==> config.mk <==
export PLATFORM = sky130hd
export DESIGN_NAME = lcd_phy_param_flat
export DESIGN_NICKNAME = d
export VERILOG_FILES = /design/src/rtl/lcd_phy_pkg.sv /design/src/rtl/lcd_phy_param_if.sv /design/src/rtl/lcd_delay_timer.sv /design/src/rtl/lcd_phy_param.sv /design/src/flat_wrapper.sv
export SDC_FILE = /design/constraint.sdc
export NUM_CORES = 1
export LEC_CHECK = 0
export BUFFER_PORTS_ARGS = -buffer_cell sky130_fd_sc_hd__buf_4
export CAP_MARGIN = 20
export CORE_MARGIN = 1.5
export CORE_UTILIZATION = 30
export DETAILED_ROUTE_END_ITERATION = 12
export GPL_ROUTABILITY_DRIVEN = 0
export HOLD_SLACK_MARGIN = 0.02
export SKIP_LAST_GASP = 1
export SLEW_MARGIN = 20
export SYNTH_ARGS = -nofsm -noshare
export SYNTH_HDL_FRONTEND = slang
export SYNTH_SLANG_ARGS = --single-unit
export TNS_END_PERCENT = 5
==> constraint.sdc <==
create_clock -name clk -period 4.5 [get_ports clk]
set_input_delay 0.45 -clock clk [delete_from_list [all_inputs] [get_ports clk]]
set_output_delay 0.45 -clock clk [all_outputs]
set_load 0.05 [all_outputs]
==> src/rtl/lcd_phy_pkg.sv <==
// Shared types, constants and helpers for the parametrised HD44780 physical layer.
package lcd_phy_pkg;

    // Controller states; exported on the debug port of lcd_phy_param.
    typedef enum logic [2:0] {
        IDLE,
        PWR_WAIT,
        INIT_STROBE,
        INIT_WAIT,
        SETUP,
        E_HIGH,
        NIB_GAP,
        POST_WAIT
    } state_t;

    // Fixed waits of the HD44780 reset-by-instruction sequence.
    localparam int unsigned T_INIT1_US = 4100;
    localparam int unsigned T_INIT2_US = 100;

    // Nibble values used during init: 0x3 selects 8-bit, 0x2 switches to 4-bit.
    localparam logic [3:0] INIT_NIB  = 4'h3;
    localparam logic [3:0] FUNC4_NIB = 4'h2;

    // Microseconds to clock cycles; CLK_HZ is a whole number of MHz.
    function automatic int unsigned us_to_cyc(input int unsigned clk_hz, input int unsigned us);
        return (clk_hz / 32'd1_000_000) * us;
    endfunction

    // Clear display (0x01) and return home (0x02/0x03) need the long execution wait.
    function automatic logic is_long_cmd(input logic rs, input logic [7:0] data);
        return !rs && ((data == 8'h01) || (data == 8'h02) || (data == 8'h03));
    endfunction

endpackage

==> src/rtl/lcd_phy_param_if.sv <==
// Byte transfer channel between the LCD command/text controller and the PHY.
//
// Handshake: the master raises tx_valid with tx_data/tx_rs stable; the byte is
// taken on the rising clk edge where tx_valid && tx_ready are both high. The
// master must keep tx_valid, tx_data and tx_rs unchanged until that edge and may
// change them freely afterwards. tx_ready never depends on tx_valid. tx_done is a
// one-cycle pulse when the byte's post-transfer wait has elapsed.
interface lcd_phy_param_if;
    logic       tx_valid;
    logic       tx_ready;
    logic [7:0] tx_data;
    logic       tx_rs;
    logic       tx_done;

    modport master (output tx_valid, output tx_data, output tx_rs,
                    input  tx_ready, input  tx_done);
    modport slave  (input  tx_valid, input  tx_data, input  tx_rs,
                    output tx_ready, output tx_done);
endinterface

==> src/rtl/lcd_delay_timer.sv <==
// Load/count/done down-counter shared by every wait and strobe phase.
// Loading N makes done assert during the Nth cycle after the load edge.
module lcd_delay_timer #(
    parameter int CNT_W = 20
) (
    input  logic             clk,
    input  logic             reset,
    input  logic             load,
    input  logic [CNT_W-1:0] load_val,
    output logic             done
);

    logic [CNT_W-1:0] cnt;

    // Count down to zero; a load always wins so back-to-back phases chain cleanly.
    always_ff @(posedge clk or posedge reset) begin
        if (reset) begin
            cnt <= '0;
        end else if (load) begin
            cnt <= load_val;
        end else if (cnt != '0) begin
            cnt <= cnt - CNT_W'(1);
        end
    end

    assign done = (cnt == CNT_W'(1));

endmodule

==> src/rtl/lcd_phy_param.sv <==
// HD44780-class LCD physical layer: power-on init, 4/8-bit strobing, timed waits.
module lcd_phy_param
    import lcd_phy_pkg::*;
#(
    parameter int unsigned CLK_HZ       = 50_000_000,
    parameter int          BUS_WIDTH    = 4,
    parameter int unsigned T_POWERON_US = 15000,
    parameter int unsigned T_SETUP_CYC  = 2,
    parameter int unsigned T_EHIGH_CYC  = 12,
    parameter int unsigned T_NIBGAP_US  = 1,
    parameter int unsigned T_CMD_US     = 40,
    parameter int unsigned T_LONG_US    = 1640,
    parameter int          CNT_W        = 20
) (
    input  logic                 clk,
    input  logic                 reset,
    input  logic                 init_req,
    output logic                 init_done,
    lcd_phy_param_if.slave       tx,
    output logic                 busy,
    output logic                 lcd_e,
    output logic                 lcd_rs,
    output logic                 lcd_rw,
    output logic [BUS_WIDTH-1:0] lcd_db,
    output state_t               dbg_state
);

    generate
        if ((BUS_WIDTH != 4) && (BUS_WIDTH != 8)) begin : g_bad_width
            $error("lcd_phy_param: BUS_WIDTH must be 4 or 8");
        end
        if ((CLK_HZ % 1_000_000) != 0) begin : g_bad_clk
            $error("lcd_phy_param: CLK_HZ must be a multiple of 1 MHz");
        end
    endgenerate

    localparam logic [CNT_W-1:0] CYC_PWR    = CNT_W'(us_to_cyc(CLK_HZ, T_POWERON_US));
    localparam logic [CNT_W-1:0] CYC_INIT1  = CNT_W'(us_to_cyc(CLK_HZ, T_INIT1_US));
    localparam logic [CNT_W-1:0] CYC_INIT2  = CNT_W'(us_to_cyc(CLK_HZ, T_INIT2_US));
    localparam logic [CNT_W-1:0] CYC_CMD    = CNT_W'(us_to_cyc(CLK_HZ, T_CMD_US));
    localparam logic [CNT_W-1:0] CYC_LONG   = CNT_W'(us_to_cyc(CLK_HZ, T_LONG_US));
    localparam logic [CNT_W-1:0] CYC_NIBGAP = CNT_W'(us_to_cyc(CLK_HZ, T_NIBGAP_US));
    localparam logic [CNT_W-1:0] CYC_SETUP  = CNT_W'(T_SETUP_CYC);
    localparam logic [CNT_W-1:0] CYC_EHIGH  = CNT_W'(T_EHIGH_CYC);

    // 4-bit mode needs a fourth init strobe to switch the panel to 4-bit.
    localparam logic [1:0] LAST_STEP = (BUS_WIDTH == 4) ? 2'd3 : 2'd2;

    // Init strobe values as they appear on the bus (DB7..DB4 in 4-bit mode).
    localparam logic [BUS_WIDTH-1:0] INIT_VAL  = (BUS_WIDTH == 8) ? BUS_WIDTH'({INIT_NIB, 4'h0})
                                                                  : BUS_WIDTH'(INIT_NIB);
    localparam logic [BUS_WIDTH-1:0] FUNC4_VAL = BUS_WIDTH'(FUNC4_NIB);

    state_t               state, state_next;
    logic [1:0]           init_step, step_next;
    logic                 nib_lo, nib_lo_next;
    logic                 in_init, in_init_next;
    logic [7:0]           lat_data;
    logic                 lat_rs;
    logic                 tx_done_q;
    logic                 init_done_next, tx_done_next;
    logic                 latch_en;
    logic                 bus_load;
    logic [BUS_WIDTH-1:0] bus_val;
    logic                 bus_rs;
    logic                 tmr_load, tmr_done;
    logic [CNT_W-1:0]     tmr_val;
    logic                 tx_ready_int, accept;

    assign tx_ready_int = (state == IDLE) && init_done && !init_req;
    assign accept       = tx.tx_valid && tx_ready_int;
    assign tx.tx_ready  = tx_ready_int;
    assign tx.tx_done   = tx_done_q;
    assign busy         = (state != IDLE);
    assign lcd_rw       = 1'b0;
    assign dbg_state    = state;

    lcd_delay_timer #(.CNT_W(CNT_W)) u_timer (
        .clk      (clk),
        .reset    (reset),
        .load     (tmr_load),
        .load_val (tmr_val),
        .done     (tmr_done)
    );

    // State register plus sequencing bookkeeping; reset abandons any transfer.
    always_ff @(posedge clk or posedge reset) begin
        if (reset) begin
            state     <= IDLE;
            init_step <= 2'd0;
            nib_lo    <= 1'b0;
            in_init   <= 1'b0;
        end else begin
            state     <= state_next;
            init_step <= step_next;
            nib_lo    <= nib_lo_next;
            in_init   <= in_init_next;
        end
    end

    // Next state, timer loads and bus updates; every phase is one timer load.
    always_comb begin
        state_next     = state;
        step_next      = init_step;
        nib_lo_next    = nib_lo;
        in_init_next   = in_init;
        init_done_next = init_done;
        tx_done_next   = 1'b0;
        latch_en       = 1'b0;
        bus_load       = 1'b0;
        bus_val        = '0;
        bus_rs         = 1'b0;
        tmr_load       = 1'b0;
        tmr_val        = '0;
        case (state)
            IDLE: begin
                if (init_req) begin
                    state_next     = PWR_WAIT;
                    init_done_next = 1'b0;
                    in_init_next   = 1'b1;
                    step_next      = 2'd0;
                    tmr_load       = 1'b1;
                    tmr_val        = CYC_PWR;
                end else if (accept) begin
                    state_next   = SETUP;
                    in_init_next = 1'b0;
                    nib_lo_next  = 1'b0;
                    latch_en     = 1'b1;
                    bus_load     = 1'b1;
                    bus_rs       = tx.tx_rs;
                    bus_val      = (BUS_WIDTH == 8) ? BUS_WIDTH'(tx.tx_data)
                                                    : BUS_WIDTH'(tx.tx_data[7:4]);
                    tmr_load     = 1'b1;
                    tmr_val      = CYC_SETUP;
                end
            end
            PWR_WAIT: begin
                if (tmr_done) begin
                    state_next = INIT_STROBE;
                    bus_load   = 1'b1;
                    bus_val    = INIT_VAL;
                    tmr_load   = 1'b1;
                    tmr_val    = CYC_SETUP;
                end
            end
            INIT_STROBE, SETUP: begin
                if (tmr_done) begin
                    state_next = E_HIGH;
                    tmr_load   = 1'b1;
                    tmr_val    = CYC_EHIGH;
                end
            end
            E_HIGH: begin
                if (tmr_done) begin
                    tmr_load = 1'b1;
                    if (in_init) begin
                        state_next = INIT_WAIT;
                        case (init_step)
                            2'd0:    tmr_val = CYC_INIT1;
                            2'd1:    tmr_val = CYC_INIT2;
                            default: tmr_val = CYC_CMD;
                        endcase
                    end else if ((BUS_WIDTH == 4) && !nib_lo) begin
                        state_next = NIB_GAP;
                        tmr_val    = CYC_NIBGAP;
                    end else begin
                        state_next = POST_WAIT;
                        tmr_val    = is_long_cmd(lat_rs, lat_data) ? CYC_LONG : CYC_CMD;
                    end
                end
            end
            NIB_GAP: begin
                if (tmr_done) begin
                    state_next  = SETUP;
                    nib_lo_next = 1'b1;
                    bus_load    = 1'b1;
                    bus_rs      = lat_rs;
                    bus_val     = BUS_WIDTH'(lat_data[3:0]);
                    tmr_load    = 1'b1;
                    tmr_val     = CYC_SETUP;
                end
            end
            INIT_WAIT: begin
                if (tmr_done) begin
                    if (init_step == LAST_STEP) begin
                        state_next     = IDLE;
                        init_done_next = 1'b1;
                        in_init_next   = 1'b0;
                    end else begin
                        state_next = INIT_STROBE;
                        step_next  = init_step + 2'd1;
                        bus_load   = 1'b1;
                        bus_val    = (init_step == 2'd2) ? FUNC4_VAL : INIT_VAL;
                        tmr_load   = 1'b1;
                        tmr_val    = CYC_SETUP;
                    end
                end
            end
            POST_WAIT: begin
                if (tmr_done) begin
                    state_next   = IDLE;
                    tx_done_next = 1'b1;
                end
            end
            default: state_next = IDLE;
        endcase
    end

    // Registered pins and byte latch; E is a clean decode of the next state.
    always_ff @(posedge clk or posedge reset) begin
        if (reset) begin
            lcd_e     <= 1'b0;
            lcd_rs    <= 1'b0;
            lcd_db    <= '0;
            init_done <= 1'b0;
            tx_done_q <= 1'b0;
            lat_data  <= 8'h00;
            lat_rs    <= 1'b0;
        end else begin
            lcd_e     <= (state_next == E_HIGH);
            init_done <= init_done_next;
            tx_done_q <= tx_done_next;
            if (bus_load) begin
                lcd_db <= bus_val;
                lcd_rs <= bus_rs;
            end
            if (latch_en) begin
                lat_data <= tx.tx_data;
                lat_rs   <= tx.tx_rs;
            end
        end
    end

endmodule

==> src/flat_wrapper.sv <==
// flat-port wrapper written by rule: the top's interface ports become plain ports
module lcd_phy_param_flat import lcd_phy_pkg::*;
#(
    parameter int unsigned CLK_HZ       = 50_000_000,
    parameter int          BUS_WIDTH    = 4,
    parameter int unsigned T_POWERON_US = 15000,
    parameter int unsigned T_SETUP_CYC  = 2,
    parameter int unsigned T_EHIGH_CYC  = 12,
    parameter int unsigned T_NIBGAP_US  = 1,
    parameter int unsigned T_CMD_US     = 40,
    parameter int unsigned T_LONG_US    = 1640,
    parameter int          CNT_W        = 20
)
  (clk, reset, init_req, init_done, busy, lcd_e, lcd_rs, lcd_rw, lcd_db, dbg_state, tx_tx_valid, tx_tx_data, tx_tx_rs, tx_tx_ready, tx_tx_done);
  lcd_phy_param_if tx_i ();
  input  logic clk;
  input  logic reset;
  input  logic init_req;
  output logic init_done;
  output logic busy;
  output logic lcd_e;
  output logic lcd_rs;
  output logic lcd_rw;
  output logic [BUS_WIDTH-1:0] lcd_db;
  output state_t dbg_state;
  input wire logic [$bits(tx_i.tx_valid)-1:0] tx_tx_valid;
  input wire logic [$bits(tx_i.tx_data)-1:0] tx_tx_data;
  input wire logic [$bits(tx_i.tx_rs)-1:0] tx_tx_rs;
  output wire logic [$bits(tx_i.tx_ready)-1:0] tx_tx_ready;
  output wire logic [$bits(tx_i.tx_done)-1:0] tx_tx_done;
  assign tx_i.tx_valid = tx_tx_valid;
  assign tx_i.tx_data = tx_tx_data;
  assign tx_i.tx_rs = tx_tx_rs;
  assign tx_tx_ready = tx_i.tx_ready;
  assign tx_tx_done = tx_i.tx_done;
  lcd_phy_param #(.CLK_HZ(CLK_HZ), .BUS_WIDTH(BUS_WIDTH), .T_POWERON_US(T_POWERON_US), .T_SETUP_CYC(T_SETUP_CYC), .T_EHIGH_CYC(T_EHIGH_CYC), .T_NIBGAP_US(T_NIBGAP_US), .T_CMD_US(T_CMD_US), .T_LONG_US(T_LONG_US), .CNT_W(CNT_W)) u_core (.clk(clk), .reset(reset), .init_req(init_req), .init_done(init_done), .tx(tx_i), .busy(busy), .lcd_e(lcd_e), .lcd_rs(lcd_rs), .lcd_rw(lcd_rw), .lcd_db(lcd_db), .dbg_state(dbg_state));
endmodule
==> impl_results.md, run 1 <==
- Status: finished, final reports clean
- Post-CTS setup buffers: 0
- Maximum fanout along the worst path: 6
- Max_cap viols: 0
- CP peak stage delay: 640 ps
- Post-Route WL: roughly 6200 µm
- Clock Skews: approximately 5.3 ps
- Core Rows: 33
- Most instantiated cells after synthesis: nand2_1, dfrtp_1, o21ai_0, nor2_1, clkbuf_1
- Syn Area/Cell: 9.06 µm²
- Fraction of layout cells with a size suffix above 1: 15.7%
- Largest net degree at the start of global routing: 45
- Main synth FF type: dfrtp_1
- Post-CTS resize count: 0
- Hold path endpoint: u_core.lat_data[3]$_DFFE_PP0P_
- Post-synthesis sequential area ratio: a little over two fifths
- Vias in the first global route: 2112
- Cells along the critical path: inv_1 > ha_1 > or4b_2 > nor3_1 > nand3_1 > nor3b_1 > a221o_1
- Tightest Hold Check Type: input port to flop
- Vias: 2145
- Synth Register Bits: 44
- Hold Startpoint: tx_tx_data[3]
- Die Wd: 95.1 µm
- Post-DP HPWL: 4460 µm
- Cts hold-fix bufs: 0
- Largest cells by area after synthesis: dfrtp_1, nand2_1, ha_1, o21ai_0, xnor2_1
- Hold depth: 3
- Die Area: 0.00904 mm²
- Crit end category: flop
- DRT iter0 DRCs: about 130
- Core area: 0.00822 mm²
- 1st-pass router iterations: 4
- Power Total: about 0.74 mW
- Area leader, netlist: dfrtp_1
- Number of flops mapped to enable cells by yosys: 0
- Crit Path Category: flop to flop
- Peak supply drop: 122 µV
- Ports: 27
- RSZ-0062 raised after global routing: no
- Mapped cell area: roughly 0.0025 mm²
- Worst slew pin tran: 917 ps
- Synth cell types: 48
- Clk network pwr share: between 40% and 50%
- Max stage delay cell, worst path: or4b_2
- Final Critical Period: 2910 ps
- Final Hold Fails: 0
- Congestion Overflow GR: 0
- # diodes: 0
- RR Startpoint: u_core.u_timer.cnt[1]$_DFFE_PP0P_
- Most numerous cell in the Yosys netlist: nand2_1
- Top-area cell type share of the netlist area: 43.3%
- Layout area overhead: 15.1%
- WP data arrival: 3150 ps
- CP startpoint kind: flop
- Sw Ratio: ~22%
- DRC Markers: 0
- Global-route wire length before repair: 10300 µm
- Syn Nets: 303
- GR Util All Layers: ~15%
- Asr flop ratio synth: 100%
- Relative slew slack: 38.8%
- P_sw: 0.160 mW
- Reg power frac: a little over half
- Internal power: 0.584 mW
- Reg2Reg Capture Point: u_core.lcd_db[3]$_DFFE_PP0P_
- CTS tree: yes
- Pleak: between 1 and 1.5 nW
- Comb pwr share: 2.5%
- Max Buffers Root-to-Sink: 2
- IO Port Bufs: 25
- Post-route ant nets: 0
- Warnings, synthesis: 0
- Routed len/inst: 15.2 µm
- Max Fclk: 344 MHz
- Htree depth: 2
- Final slew viol count: 0
- Antenna violations before repair: 0
- Root buffer cell: clkbuf_8
- Worst-path clk slew: about 90 ps
- # nets final: 321
- Final worst-path cycle share: 64.6%
- Initial Utilization: 31.0%
- Clock sinks: 44
- Required @ worst endpoint: 4740 ps
- Post-Syn Instances: 281
- TNS Setup: 0 ps
- Flop2flop setup slack: ~1600 ps
- Final setup viols: 0
- Worst-skew pair later-pin latency: 300 ps
- CTS Buf Count: 5
- Cells on worst reg2reg path: 7
- Die Ht: 95.1 µm
- PD cells: between 200 and 300 mW/mm²
- Vias per inst: 5.30
routing by layer:
layer	routed length (µm)	GRT usage (%)
met1	2930	19.6
met2	2940	24.2
met3	172	2.39
met4	113	4.35
met5	0	0
critical path, delay by kind of cell, from the launching register on:
family,cells,cell delay (ps)
buffers and inverters,1,120
adder cells (fa/ha/maj),1,230
flip-flops,1,400
AO/OA/AOI/OAI,1,240
AND/OR/NAND/NOR,4,1860
power by group through the flow:
stage | clock, mW | sequential [mW] | combinational, mW
after floorplan | 0 | 0.403 | 0.00866
after global routing | 0.348 | 0.395 | 0.0211
after global placement | 0 | 0.403 | 0.0194
after detailed placement | 0 | 0.403 | 0.0195
final | 0.330 | 0.395 | 0.0186
after CTS | 0.337 | 0.395 | 0.0195
logic make-up after synthesis:
family	synth area share, %
buf+inv	3.49
compound gates	17.4
simple gates	24.4
other cells	0.147
flops	43.3
xor+xnor	4.82
mux	2.11
fa+ha+maj	4.42
cells in the final DEF (no fill, tap or decap), drive strengths merged, types with 2 or more instances in the layout:
cell type,count
ha,9
nand2,45
nand4b,2
o211ai,9
nor2b,3
o21ai,18
clkbuf,6
nor4,10
a21oi,10
o21a,3
and2,4
nor3,8
dfrtp,44
a221o,4
nor3b,3
buf,26
a21o,5
mux2,3
a32oi,2
mux2i,2
nand3,4
a211oi,2
or3,4
or2,4
nand2b,3
o31ai,5
xnor2,9
inv,7
nor2,17
nand4,3
o22ai,2
xor2,5
or4,6
worst max-delay path by stage:
| stage | start | end | slack [ps] |
|---|---|---|---|
| after floorplan | u_core.dbg_state[1]$_DFF_PP0_ | tx_tx_ready | 1240 |
| after global placement | u_core.u_timer.cnt[1]$_DFFE_PP0P_ | u_core.lcd_db[3]$_DFFE_PP0P_ | 1650 |
| after detailed placement | u_core.u_timer.cnt[1]$_DFFE_PP0P_ | u_core.lcd_db[2]$_DFFE_PP0P_ | 1640 |
| after CTS | u_core.u_timer.cnt[1]$_DFFE_PP0P_ | u_core.lcd_db[3]$_DFFE_PP0P_ | 1620 |
| after global routing | u_core.u_timer.cnt[1]$_DFFE_PP0P_ | u_core.lcd_db[3]$_DFFE_PP0P_ | 1320 |
| final | u_core.u_timer.cnt[1]$_DFFE_PP0P_ | u_core.lcd_db[3]$_DFFE_PP0P_ | 1590 |
registers in the layout, indices dropped and copies added (netlist names):
name                cells
u_core.nib_lo           1
u_core.lcd_rs           1
u_core.lat_data         8
u_core.lcd_db           4
u_core.u_timer.cnt     20
u_core.tx.tx_done       1
u_core.init_done        1
u_core.in_init          1
u_core.dbg_state        3
u_core.init_step        2
u_core.lcd_e            1
u_core.lat_rs           1
layout make-up:
class	instances	area, µm²
repair buffers	26	195
multi-input cells	215	1360
inverters	7	26.3
fillers	851	5290
clock buffers	6	82.6
well taps	105	131
clock inverters	2	38.8
flip-flops and latches	44	1100
metrics by stage:
stage	util [%]	worst slack (ps)	std cells	hold slack, ps	area, µm²
floorplan	-	1240	281	447	2540
global placement	34.2	1650	397	460	2810
detailed placement	34.2	1640	397	468	2810
CTS	35.7	1620	405	323	2930
global route	35.7	1320	405	332	2930
finish	35.7	1590	405	330	2930
Note: power is estimated with default switching activity, not from simulation.
==> inputs of run 2 (changes only) <==
==> constraint.sdc (replaced) <==
create_clock -name clk -period 2.5 [get_ports clk]
set_input_delay 0.25 -clock clk [delete_from_list [all_inputs] [get_ports clk]]
set_output_delay 0.25 -clock clk [all_outputs]
set_load 0.05 [all_outputs]
==> run 2 against run 1 <==
  * Utilization rose by 2.8 points
  * Global-route usage rose by 0.80 points
  * Die area did not move
  * Total power rose by 77%
  * Wire length rose by 3.0%
  * Critical path depth fell by 2
  * Clock power rose by 74%
  * Via count rose by 3.8%
  * Final cell count rose by 6.7%
  * Largest cell class unchanged
  * Highest routed layer unchanged
==> impl_results.md, run 2 (same netlist as run 1, synthesis figures left out) <==
- Most frequent cells in the layout: buf_4, nand2_1, dfrtp_1
- Placed cell count: 424 (+6.8%)
- Core area: 0.00822 mm² (unchanged)
- Biggest registers after layout: u_core.u_timer.cnt x20, u_core.lat_data x8, u_core.lcd_db x4
- Most flops, register: u_core.u_timer.cnt
- Reg2Reg Capture Point: u_core.u_timer.cnt[15]$_DFFE_PP0P_
- TNS Setup: 0 ps (unchanged)
- Crit end category: flop
- Worst slew pin tran: 942 ps (+24.9 ps)
- 1st-pass router iterations: 6 (+2)
- Final Hold Fails: 0 (unchanged)
- Fraction of layout cells with a size suffix above 1: 24.5% (+8.8 points)
- Hold depth: 3 (unchanged)
- Critical path startpoint: u_core.u_timer.cnt[6]$_DFFE_PP0P_
- Cells on worst reg2reg path: 5 (-2)
- Post-Route WL: 6350 µm (+3.0%)
- P_sw: 0.295 mW (+84%)
- Worst-path clk slew: 100 ps (about the same)
- Required @ worst endpoint: 2740 ps (-2000 ps)
- Vias: 2227 (+3.8%)
- Die Ht: 95.1 µm (unchanged)
- # nets final: 348 (+8.4%)
- Maximum fanout along the worst path: 6 (unchanged)
- Core Rows: 33 (unchanged)
- Vias in the first global route: 2195 (+3.9%)
- Relative slew slack: 37.1% (-1.7 points)
- Flop2flop setup slack: 160 ps (-1430 ps)
- Most common cell after layout, fill and taps aside: buf_4
- IO Port Bufs: 25 (unchanged)
- Max Fclk: 428 MHz (+24%)
- Final std cells w/o fill: 432 (+6.7%)
- Max Buffers Root-to-Sink: 2 (unchanged)
- RR Startpoint: u_core.u_timer.cnt[6]$_DFFE_PP0P_
- Layout area overhead: 24.2%
- Antenna violations before repair: 0 (unchanged)
- Pleak: 1.33 nW (+11%)
- PD cells: 418 mW/mm² (+64%)
- Die Area: 0.00904 mm² (unchanged)
- CP startpoint kind: flop
- Fin Hold WS: 118 ps (-213 ps)
- Initial Utilization: 31.0% (unchanged)
- Crit Path Category: flop to flop
- Comb pwr share: 2.6% (about the same)
- DRC Markers: 0 (unchanged)
- Post-CTS setup buffers: 0 (unchanged)
- Largest net degree at the start of global routing: 45 (unchanged)
- Hold path endpoint: u_core.lat_data[0]$_DFFE_PP0P_
- Power Total: 1.32 mW (+77%)
- GR Util All Layers: 15.4% (+0.80 points)
- Clk network pwr share: 43.5% (-0.9 points)
- CTS Buf Count: 5 (unchanged)
- Ports: 27 (unchanged)
- Reg power frac: 53.9% (+0.8 points)
- Max reg flops: 20 (unchanged)
- Global-route wire length before repair: 10700 µm (+3.7%)
- Die Wd: 95.1 µm (unchanged)
- DRT iter0 DRCs: 169 (+34%)
- Cts hold-fix bufs: 0 (unchanged)
- Routed len/inst: 14.7 µm (-3.5%)
- WP data arrival: 2580 ps (-570 ps)
- Htree depth: 2 (unchanged)
- Sw Ratio: 22.3% (+0.82 points)
- RSZ-0062 raised after global routing: no
- Congestion Overflow GR: 0 (unchanged)
- Root buffer cell: clkbuf_8
- CTS tree: yes
- Final worst-path cycle share: 93.6% (+29 points)
- Post-route ant nets: 0 (unchanged)
- Status: finished, final reports clean
- # fillers: 819 (-3.8%)
- # diodes: 0 (unchanged)
- Hold Startpoint: tx_tx_data[0]
- Final Critical Period: 2340 ps (-568 ps)
- Max_cap viols: 0 (unchanged)
- Tightest Hold Check Type: input port to flop
- Final setup viols: 0 (unchanged)
- Worst-skew pair later-pin latency: 310 ps (about the same)
- Internal power: 1.02 mW (+76%)
- Final slew viol count: 0 (unchanged)
- Vias per inst: 5.16 (-2.7%)
- Clock sinks: 44 (unchanged)
- Clock Skews: 14.8 ps (+9.52 ps)
- Post-DP HPWL: 4750 µm (+6.4%)
- Peak supply drop: 218 µV (+79%)
run 2: worst max path at each step:
stage | to | slack, ps
global route | u_core.init_step[1]$_DFFE_PP0P_ | 30
floorplan | u_core.init_step[1]$_DFFE_PP0P_ | 60
finish | u_core.u_timer.cnt[15]$_DFFE_PP0P_ | 160
global placement | u_core.init_step[1]$_DFFE_PP0P_ | 170
CTS | u_core.init_step[1]$_DFFE_PP0P_ | 50
detailed placement | u_core.init_step[1]$_DFFE_PP0P_ | 90
run 2: metal layers:
layer / track usage, % / routed length [µm]
met2: 25.5 / 3050
met5: 0 / 0
met3: 3.35 / 254
met4: 5.72 / 112
met1: 19.7 / 2920
run 2: metrics by stage:
stage	cell area, µm²	setup WS, ps	utilization (%)
detailed placement	3020	90.7	36.8
global placement	3020	169	36.8
floorplan	2550	63.4	-
finish	3160	161	38.5
global route	3160	28.0	38.5
CTS	3140	48.2	38.2
run 2: power groups by stage:
stage / registers (mW) / logic [mW] / clock network, mW
after floorplan: 0.725 / 0.0156 / 0
after global placement: 0.725 / 0.0355 / 0
after detailed placement: 0.725 / 0.0356 / 0
after CTS: 0.711 / 0.0357 / 0.591
after global routing: 0.711 / 0.0387 / 0.618
final: 0.711 / 0.0340 / 0.575
run 2: layout make-up:
class / count / area (µm²) / share of cell area, %
multi-input combinational: 215 / 1390 / 43.9
timing repair buffer: 53 / 398 / 12.6
clock inverter: 3 / 46.3 / 1.46
inverter: 7 / 26.3 / 0.831
sequential: 44 / 1100 / 34.8
clock buffer: 5 / 68.8 / 2.18
tap: 105 / 131 / 4.16
run 2: worst max-delay path: stages, from the launching register on:
cell     delay [ps]
dfrtp_1         420
or4_1           670
or3_1           410
or3_1           320
or3_1           310
a21oi_1         140
run 2: what timing repair did:
action	in CTS	in global routing
resized for setup	0	4
hold endpoints to repair	0	0
endpoints found under the setup margin	0	7
==> inputs of run 3 (changes only) <==
--- a/config.mk
+++ b/config.mk
@@ -7,7 +7,6 @@
 export LEC_CHECK = 0
 export BUFFER_PORTS_ARGS = -buffer_cell sky130_fd_sc_hd__buf_4
 export CAP_MARGIN = 20
-export CORE_MARGIN = 1.5
 export CORE_UTILIZATION = 30
 export DETAILED_ROUTE_END_ITERATION = 12
 export GPL_ROUTABILITY_DRIVEN = 0
==> constraint.sdc (replaced) <==
create_clock -name clk -period 2.5 [get_ports clk]
set_input_delay 0 -clock clk [delete_from_list [all_inputs] [get_ports clk]]
set_output_delay 0 -clock clk [all_outputs]
set_load 0.05 [all_outputs]
==> run 3 against run 2 <==
  * Count of clock-buffer cells in the layout is 1 higher
  * Sequential share of layout area is 0.89 points lower
  * Via count is 2.1% higher
  * Sequential power hardly changed
  * Combinational power is 32% higher
  * Flip-flop and latch count stayed put
  * Clock power is 2% higher
  * Worst setup slack worse by 7.1 ps
  * Largest power group unchanged
==> impl_results.md, run 3 (same netlist as run 1, synthesis figures left out) <==
- Setup crit end: u_core.u_timer.cnt[15]$_DFFE_PP0P_
- Post-Route WL: 6260 µm (-1.4%)
- Pleak: 1.37 nW (+3.6%)
- DRT iter0 DRCs: 165 (-2.4%)
- Most used cell, CP: or3_1
- Worst slew pin tran: 922 ps (-20.3 ps)
- Routing usage on met1: 20.6% (+0.85 points)
- Max Fclk: 426 MHz (-0.30%)
- Status: finished, final reports clean
- Core area: 0.00822 mm² (unchanged)
- Worst-skew pair later-pin latency: 300 ps (about the same)
- # nets final: 355 (+2.0%)
- Final slew viol count: 0 (unchanged)
- Max_cap viols: 0 (unchanged)
- Routed len/inst: 14.3 µm (-2.9%)
- Relative slew slack: 38.5% (+1.4 points)
- Max Buffers Root-to-Sink: 2 (unchanged)
- RSZ-0062 raised after global routing: no
- Reg2Reg Capture Point: u_core.u_timer.cnt[15]$_DFFE_PP0P_
- Post-route ant nets: 0 (unchanged)
- Clock Skews: 16.8 ps (+2.03 ps)
- Crit Path Category: flop to flop
- WP data arrival: 2580 ps (about the same)
- Antenna violations before repair: 0 (unchanged)
- Max stage delay cell, worst path: or4_1
- GR Util All Layers: 15.0% (-0.48 points)
- Largest net degree at the start of global routing: 45 (unchanged)
- Power Total: 1.34 mW (+1.5%)
- Cells on worst reg2reg path: 5 (unchanged)
- DRC Markers: 0 (unchanged)
- Clock sinks: 44 (unchanged)
- Critical path startpoint: u_core.u_timer.cnt[6]$_DFFE_PP0P_
- Crit end category: flop
- Worst-path clk slew: 90 ps (about the same)
- Most flops, register: u_core.u_timer.cnt
- Die Wd: 94.1 µm (-1.1%)
- RR Startpoint: u_core.u_timer.cnt[6]$_DFFE_PP0P_
- Global-route wire length before repair: 10400 µm (-3.3%)
- Congestion Overflow GR: 0 (unchanged)
- Reg power frac: 53.1% (-0.8 points)
- Initial Utilization: 31.0% (unchanged)
- Sw Ratio: 20.9% (-1.4 points)
- Peak supply drop: 237 µV (+8.6%)
- Clk network pwr share: 43.6% (about the same)
- Die Area: 0.00886 mm² (-2.1%)
- Vias in the first global route: 2145 (-2.3%)
- Core Util, Final: 39.5% (+1.0 points)
- CP peak stage delay: 690 ps (+20 ps)
- Final std cells w/o fill: 439 (+1.6%)
- Htree depth: 2 (unchanged)
- Met2 Use GR: 23.8% (-1.7 points)
- Vias per inst: 5.18 (+0.48%)
- Final Critical Period: 2350 ps (+7.12 ps)
- # fillers: 827 (+0.98%)
- Max reg flops: 20 (unchanged)
- PD cells: 413 mW/mm² (-1.1%)
- IO Port Bufs: 25 (unchanged)
- # diodes: 0 (unchanged)
- Required @ worst endpoint: 2740 ps (about the same)
- Die Ht: 94.1 µm (-1.1%)
- Layout area overhead: 27.4%
- Maximum fanout along the worst path: 6 (unchanged)
- Final worst-path cycle share: 93.8% (+0.28 points)
- Post-DP HPWL: 4640 µm (-2.3%)
- Ports: 27 (unchanged)
- Final setup viols: 0 (unchanged)
- Biggest registers after layout: u_core.u_timer.cnt x20, u_core.lat_data x8, u_core.lcd_db x4
- CTS Buf Count: 5 (unchanged)
- Final Hold Fails: 0 (unchanged)
- Flop2flop setup slack: 150 ps (about the same)
- Fraction of layout cells with a size suffix above 1: 22.8% (-1.7 points)
- Comb pwr share: 3.4% (+0.8 points)
- Met3 Usage GRT: 3.07% (-0.27 points)
- P_sw: 0.280 mW (-5.0%)
- CTS tree: yes
- 1st-pass router iterations: 4 (-2)
- Placed cell count: 422 (-0.47%)
- Tightest Hold Check Type: input port to flop
- Cells along the critical path: or4_1 > or3_1 > or3_1 > or3_1 > a21oi_1
- Most common cell after layout, fill and taps aside: buf_4
- CP startpoint kind: flop
- Vias: 2274 (+2.1%)
- Most frequent cells in the layout: buf_4, nand2_1, dfrtp_1
- Internal power: 1.06 mW (+3.4%)
- Core Rows: 33 (unchanged)
- Root buffer cell: clkbuf_8
- GRT busiest layer: met2
[run 3: area by class of cell]
class | instances | area (µm²) | area share [%]
Clock buffer | 6 | 82.6 | 2.55
Clock inverter | 2 | 38.8 | 1.20
Inverter | 7 | 26.3 | 0.810
Multi-Input combinational cell | 215 | 1390 | 42.9
Sequential cell | 44 | 1100 | 34.0
Tap cell | 105 | 131 | 4.05
Timing Repair Buffer | 60 | 473 | 14.6
[run 3: worst max-delay path, delay by kind of cell, from the launching register on]
kind | cells | cell delay, ps
compound gates | 1 | 140
flops | 1 | 410
simple gates | 4 | 1750
[run 3: layer usage]
metal / vias to the layer above / part of all wire [%]
met5: - / 0
met4: 0 / 1.1
met3: 7 / 2.7
met2: 46 / 47
met1: 1100 / 49
li1: 1121 / -
[run 3: per-stage QoR]
step	area, µm²	hold slack [ps]	setup TNS, ps	setup WS (ps)
2_1_floorplan	2550	101	-955	-112
3_3_place_gp	3000	193	0	156
3_5_place_dp	3000	200	0	45.7
4_1_cts	3220	36.2	0	21.9
5_1_grt	3240	30.4	0	2.48
6_report	3240	34.4	0	154
[run 3: power groups by stage]
stage | clock, mW | combinational, mW | sequential, mW
6_report | 0.584 | 0.0450 | 0.711
5_1_grt | 0.627 | 0.0506 | 0.711
4_1_cts | 0.592 | 0.0463 | 0.711
3_5_place_dp | 0 | 0.0353 | 0.725
3_3_place_gp | 0 | 0.0351 | 0.725
2_1_floorplan | 0 | 0.0156 | 0.725
[run 3: how the worst min path moves through the flow]
stage | startpoint | to | slack, ps | depth (start not counted)
final | tx_tx_data[6] | u_core.lat_data[6]$_DFFE_PP0P_ | 30 | 3
after global routing | tx_tx_data[6] | u_core.lat_data[6]$_DFFE_PP0P_ | 30 | 3
after CTS | tx_tx_data[6] | u_core.lat_data[6]$_DFFE_PP0P_ | 40 | 3
after detailed placement | tx_tx_data[2] | u_core.lat_data[2]$_DFFE_PP0P_ | 200 | 3
after global placement | tx_tx_data[3] | u_core.lat_data[3]$_DFFE_PP0P_ | 190 | 3
after floorplan | init_req | tx_tx_ready | 100 | 1
[run 3: timing repair]
| item | 4_1_cts | 5_1_grt |
|---|---|---|
| hold buffers | 9 | 0 |
| gates resized for setup | 2 | 3 |
| endpoints found under the setup margin | 1 | 2 |
| setup buffers | 0 | 0 |
| hold endpoints to repair | 53 | 0 |
| pin swaps | 1 | 1 |
